===== src/rtl/alu_pkg.sv =====
// Shared constants for the ALU arbiter: data/op widths, ALU op codes and FSM encoding.
package alu_pkg;

    localparam int W   = 18;
    localparam int OPW = 3;

    localparam logic [OPW-1:0] ALU_ADD  = 3'b000;
    localparam logic [OPW-1:0] ALU_SUB  = 3'b001;
    localparam logic [OPW-1:0] ALU_NAND = 3'b010;
    localparam logic [OPW-1:0] ALU_NOR  = 3'b011;
    localparam logic [OPW-1:0] ALU_SRL  = 3'b100;
    localparam logic [OPW-1:0] ALU_SRA  = 3'b101;

    typedef enum logic [1:0] {
        ST_IDLE = 2'd0,
        ST_EXEC = 2'd1,
        ST_RESP = 2'd2
    } state_t;

    // Codes 110/111 have no ALU function assigned.
    function automatic logic is_illegal_op(input logic [OPW-1:0] op);
        return op[2] & op[1];
    endfunction

endpackage


===== src/rtl/alu_arbiter_rr_arb2.sv =====
// Two-input round-robin grant; the pointer moves to the loser whenever a grant is accepted.
module rr_arb2 (
    input  logic clk,
    input  logic rst_n,
    input  logic valid0,
    input  logic valid1,
    input  logic accept,
    output logic grant
);

    logic rr_ptr;

    always_comb begin
        grant = rr_ptr;
        if (valid0 && !valid1) begin
            grant = 1'b0;
        end else if (valid1 && !valid0) begin
            grant = 1'b1;
        end
    end

    always_ff @(posedge clk or negedge rst_n) begin
        if (!rst_n) begin
            rr_ptr <= 1'b0;
        end else if (accept) begin
            rr_ptr <= ~grant;
        end
    end

endmodule


===== src/rtl/alu_arbiter.sv =====
// Shares one external combinational ALU between two valid/ready requesters (round-robin).
// Optional feature macro: ALU_ARB_ILLEGAL_OP_EN flags ops 110/111 via rsp_err.
module alu_arbiter
    import alu_pkg::*;
(
    input  logic           clk,
    input  logic           rst_n,
    input  logic           req0_valid,
    output logic           req0_ready,
    input  logic [W-1:0]   req0_a,
    input  logic [W-1:0]   req0_b,
    input  logic [OPW-1:0] req0_op,
    input  logic           req1_valid,
    output logic           req1_ready,
    input  logic [W-1:0]   req1_a,
    input  logic [W-1:0]   req1_b,
    input  logic [OPW-1:0] req1_op,
    output logic           rsp0_valid,
    input  logic           rsp0_ready,
    output logic           rsp1_valid,
    input  logic           rsp1_ready,
    output logic [W-1:0]   rsp_data,
    output logic           rsp_zero,
    output logic           rsp_err,
    output logic [W-1:0]   alu_a,
    output logic [W-1:0]   alu_b,
    output logic [OPW-1:0] alu_ctrl,
    input  logic [W-1:0]   alu_out,
    input  logic           alu_zero,
    output logic           busy
);

    state_t         state, state_nx;
    logic           grant;
    logic           accept;
    logic           gid;
    logic [W-1:0]   op_a, op_b;
    logic [OPW-1:0] op_c;
    logic [W-1:0]   data_r;
    logic           zero_r;
    logic           rsp_take;

    assign accept   = (state == ST_IDLE) && (req0_valid || req1_valid);
    assign rsp_take = gid ? rsp1_ready : rsp0_ready;

    rr_arb2 u_arb (
        .clk    (clk),
        .rst_n  (rst_n),
        .valid0 (req0_valid),
        .valid1 (req1_valid),
        .accept (accept),
        .grant  (grant)
    );

    // Ready is gated by rst_n so it reads 0 while reset is held.
    assign req0_ready = rst_n && (state == ST_IDLE) && req0_valid && !grant;
    assign req1_ready = rst_n && (state == ST_IDLE) && req1_valid &&  grant;

    always_comb begin
        state_nx = state;
        unique case (state)
            ST_IDLE: if (accept)   state_nx = ST_EXEC;
            ST_EXEC:               state_nx = ST_RESP;
            ST_RESP: if (rsp_take) state_nx = ST_IDLE;
            default:               state_nx = ST_IDLE;
        endcase
    end

    always_ff @(posedge clk or negedge rst_n) begin
        if (!rst_n) begin
            state <= ST_IDLE;
        end else begin
            state <= state_nx;
        end
    end

    // Accept: operand registers feed the ALU directly and only change here.
    always_ff @(posedge clk or negedge rst_n) begin
        if (!rst_n) begin
            op_a <= '0;
            op_b <= '0;
            op_c <= '0;
            gid  <= 1'b0;
        end else if (accept) begin
            op_a <= grant ? req1_a  : req0_a;
            op_b <= grant ? req1_b  : req0_b;
            op_c <= grant ? req1_op : req0_op;
            gid  <= grant;
        end
    end

    // EXEC: capture the ALU result.
`ifdef ALU_ARB_ILLEGAL_OP_EN
    logic err_r;

    always_ff @(posedge clk or negedge rst_n) begin
        if (!rst_n) begin
            data_r <= '0;
            zero_r <= 1'b0;
            err_r  <= 1'b0;
        end else if (state == ST_EXEC) begin
            if (is_illegal_op(op_c)) begin
                data_r <= '0;
                zero_r <= 1'b0;
                err_r  <= 1'b1;
            end else begin
                data_r <= alu_out;
                zero_r <= alu_zero;
                err_r  <= 1'b0;
            end
        end
    end

    assign rsp_err = err_r;
`else
    always_ff @(posedge clk or negedge rst_n) begin
        if (!rst_n) begin
            data_r <= '0;
            zero_r <= 1'b0;
        end else if (state == ST_EXEC) begin
            data_r <= alu_out;
            zero_r <= alu_zero;
        end
    end

    assign rsp_err = 1'b0;
`endif

    assign alu_a      = op_a;
    assign alu_b      = op_b;
    assign alu_ctrl   = op_c;
    assign rsp_data   = data_r;
    assign rsp_zero   = zero_r;
    assign rsp0_valid = (state == ST_RESP) && !gid;
    assign rsp1_valid = (state == ST_RESP) &&  gid;
    assign busy       = (state != ST_IDLE);

endmodule


===== config.mk =====
export PLATFORM = sky130hd
export DESIGN_NAME = alu_arbiter
export DESIGN_NICKNAME = d
export VERILOG_FILES = /design/src/rtl/alu_pkg.sv /design/src/rtl/alu_arbiter_rr_arb2.sv /design/src/rtl/alu_arbiter.sv
export SDC_FILE = /design/constraint.sdc
export NUM_CORES = 1
export LEC_CHECK = 0
export BUFFER_PORTS_ARGS = -buffer_cell sky130_fd_sc_hd__buf_2
export CAP_MARGIN = 5
export CORE_ASPECT_RATIO = 0.7
export CORE_MARGIN = 2
export CORE_UTILIZATION = 46
export DETAILED_ROUTE_END_ITERATION = 6
export PLACE_DENSITY = 0.83
export SETUP_SLACK_MARGIN = 0.5
export SYNTH_ARGS = -nofsm -noshare
export SYNTH_HDL_FRONTEND = slang
export SYNTH_HIERARCHICAL = 1
export SYNTH_SLANG_ARGS = --single-unit

===== constraint.sdc =====
create_clock -name clk -period 2.4 [get_ports clk]
set_clock_uncertainty 0.1 [all_clocks]
set_input_delay 0.12 -clock clk [delete_from_list [all_inputs] [get_ports clk]]
set_output_delay 0.12 -clock clk [all_outputs]
set_load 0.02 [all_outputs]

==> qor.csv <==
stage,metric,value,unit
outcome,status,completed,
sta,fin_ws,0.499,ns
power,leakage,2.42,nW
sta,finalSetupViolCount,0,
hold_path,worstHoldPathType,input pin to register,
finish,final_cell_mix,"buf_2, mux2_4, dfrtp_1",
setup_path,cp_data_required_time,2.53,ns
clock_network,htree_levels,3,
sta,worstMarginPinSlew,0.640,ns
die,core_area,6790,µm²
detailed_routing,first_iter_violations,93,
synth,yosysTopAreaCellShare,47.9,%
detailed_routing,wl,7440,µm
run,cap_violations,0,
placed_design,hpwl,5250,µm
die,die_area,7740,µm²
finish,area_growth,42.4,%
sta,slew_viol_final,0,
synth,synth_area_per_cell,16.9,µm²
finish,num-fill-cells,504,
setup_path,ff2ff_setup_slack,0.58,ns
sta,hold_violations,0,
sta,finalCritPeriodShare,79.2,%
sta,max_freq,526,MHz
synth,yosys.cell_types.count,23,
power,power_density,1340,nW/µm²
setup_path,end_kind,register,
setup_path,critPathKind,input pin to register,
synth,synth-seq-cells,62,
synth,synth-seq-area-share,47.9,%
finish,layout-drive-gt1-share,69.1,%
clock_network,cts.path.max_buffers,2,
synth,yosysTopAreaCell,dfrtp_1,
synth,syn-instance-count,192,
detailed_routing,via_per_inst,4.72,
detailed_routing,vias,2323,
die,ios,167,
clock_network,cts_buffers,9,
placed_design,place_ws,0.298,ns
synth,syn-num-nets,295,
setup_path,crit_path_start_kind,input pin,
finish,final_util,67.9,%
sta,setup-tns-final,0,ns
die,num_rows,25,
clock_network,cts_sinks,62,
detailed_routing,dr.pass1.iters,4,
sta,rsz0062_at_grt,yes,
detailed_routing,post_drt_wl_per_cell,15.1,µm
global_routing,antenna_found_initial,0,
global_routing,grt_first_pass_wirelength,11700,µm
synth,ys_warn_count,6,
global_routing,grt_pass1_vias,2418,
detailed_routing,route.detailed.drc,0,
synth,synth_area,3240,µm²
finish,antenna_cells,0,
clock_network,cts.clk_slew.worst_paths,0.08,ns
clock_network,cts_tree,yes,
placed_design,routabilityCongestion,0.697,
synth,synth_area_leaders,"dfrtp_1, mux2_4, mux2_1",
setup_path,cp.arrival,2.03,ns
global_routing,grt_overflow,0,
die,die_y,74.2,µm
finish,seq_area,1550,µm²
global_routing,grt_max_degree,53,
finish,layout_commonest_cell,buf_2,
die,die_w,104,µm
clock_network,ctsRootBufferMaster,clkbuf_8,
die,start_util,47.7,%
clock_network,worstSkewPairLatency,0.33,ns
finish,layout.nets,496,
power,vdd_ir_drop_max,676,µV
global_routing,globalRouteTotalUtil,19.8,%
finish,multi_input_area,1520,µm²
setup_path,critPathMaxFanout,12,
placed_design,io_buffer_count,165,
detailed_routing,ant_nets,0,
sta,relSlewSlack,57.4,%
sta,period_minus_slack,1.90,ns
final cells by class:
class                   instances  area share, %
flip-flops and latches         62           33.6
multi-input cells             115           32.9
repair buffers                202           25.8
clock buffers                   9           2.69
well taps                      94           2.55
clock inverters                 7           2.12
inverters                       3          0.244
Yosys cell counts:
master	number
buf_2	2
o211ai_2	1
inv_1	3
nand2b_1	3
buf_8	4
mux2_4	74
mux2_1	22
nand3b_1	1
mux2_2	3
maj3_2	1
o21a_1	1
o21ai_1	1
nor2_1	2
conb_1	1
o21a_4	1
and4b_1	1
and4_1	1
buf_12	3
dfrtp_1	62
nor2_2	1
buf_4	1
mux2i_1	1
buf_6	2
where the power goes:
part	internal (mW)	total, mW	leakage [nW]	switching [mW]
combinational	1.68	3.25	1.59	1.57
sequential	1.59	1.90	0.726	0.307
clock	0.587	1.01	0.106	0.426
total	3.86	6.17	2.42	2.31
logic make-up after synthesis:
logic type      Yosys count  share of synthesized area, %
other cells               1                         0.116
fa+ha+maj                 1                         0.348
simple gates              9                          1.82
flops                    62                          47.9
buf+inv                  15                          5.29
compound gates            4                          1.24
mux                     100                          43.3
path summary, 6_finish.rpt:
| kind | startpoint | cells after the start | end |
|---|---|---|---|
| hold reg to reg | alu_b[13] | 1 | alu_b[13] |
| setup / recovery | req1_valid | 6 | alu_ctrl[2] |
| hold / removal | req0_a[11] | 3 | alu_a[11] |
| min in group asynchronous | rst_n | 2 | u_arb/rr_ptr |
| max in group asynchronous | rst_n | 3 | alu_a[16] |
| setup reg to reg | u_arb/rr_ptr | 4 | alu_ctrl[2] |
state kept, by name (all words and copies together), names as in the netlist:
| signal | count |
|---|---|
| alu_a | 18 |
| alu_b | 18 |
| alu_ctrl | 3 |
| gid | 1 |
| rsp_data | 18 |
| rsp_zero | 1 |
| state | 2 |
| u_arb/rr_ptr | 1 |
critical path, cell delays in order:
cell	delay [ns]
dlygate4sd3_1	0.54
buf_2	0.17
maj3_4	0.39
buf_4	0.23
mux2_4	0.32
mux2_4	0.26
through the flow:
step                area, µm²  cells  hold slack [ns]  power [mW]
floorplan                3240    192           -0.276        4.28
detailed placement       4090    445          -0.0618        5.07
global route             4610    492           0.0204        6.53
finish                   4610    492           0.0337        6.17
global placement         4090    445          -0.0638        4.98
CTS                      4560    486           0.0141        6.16
repair_timing:
item	4_1_cts	5_1_grt
endpoints found under the hold margin	32	0
buffers inserted	1	6
pin swaps	1	0
endpoints found under the setup margin	30	19
gates resized for setup	1	1
hold buffers	24	0
per-layer routing:
layer / track usage (%) / wire length (µm) / vias up
li1: - / - / 1082
met3: 6.57 / 591 / 11
met4: 6.91 / 83 / 0
met5: 0 / 0 / -
met1: 23.9 / 3100 / 1113
met2: 34.0 / 3670 / 117
(Power assumes the default switching activity.)
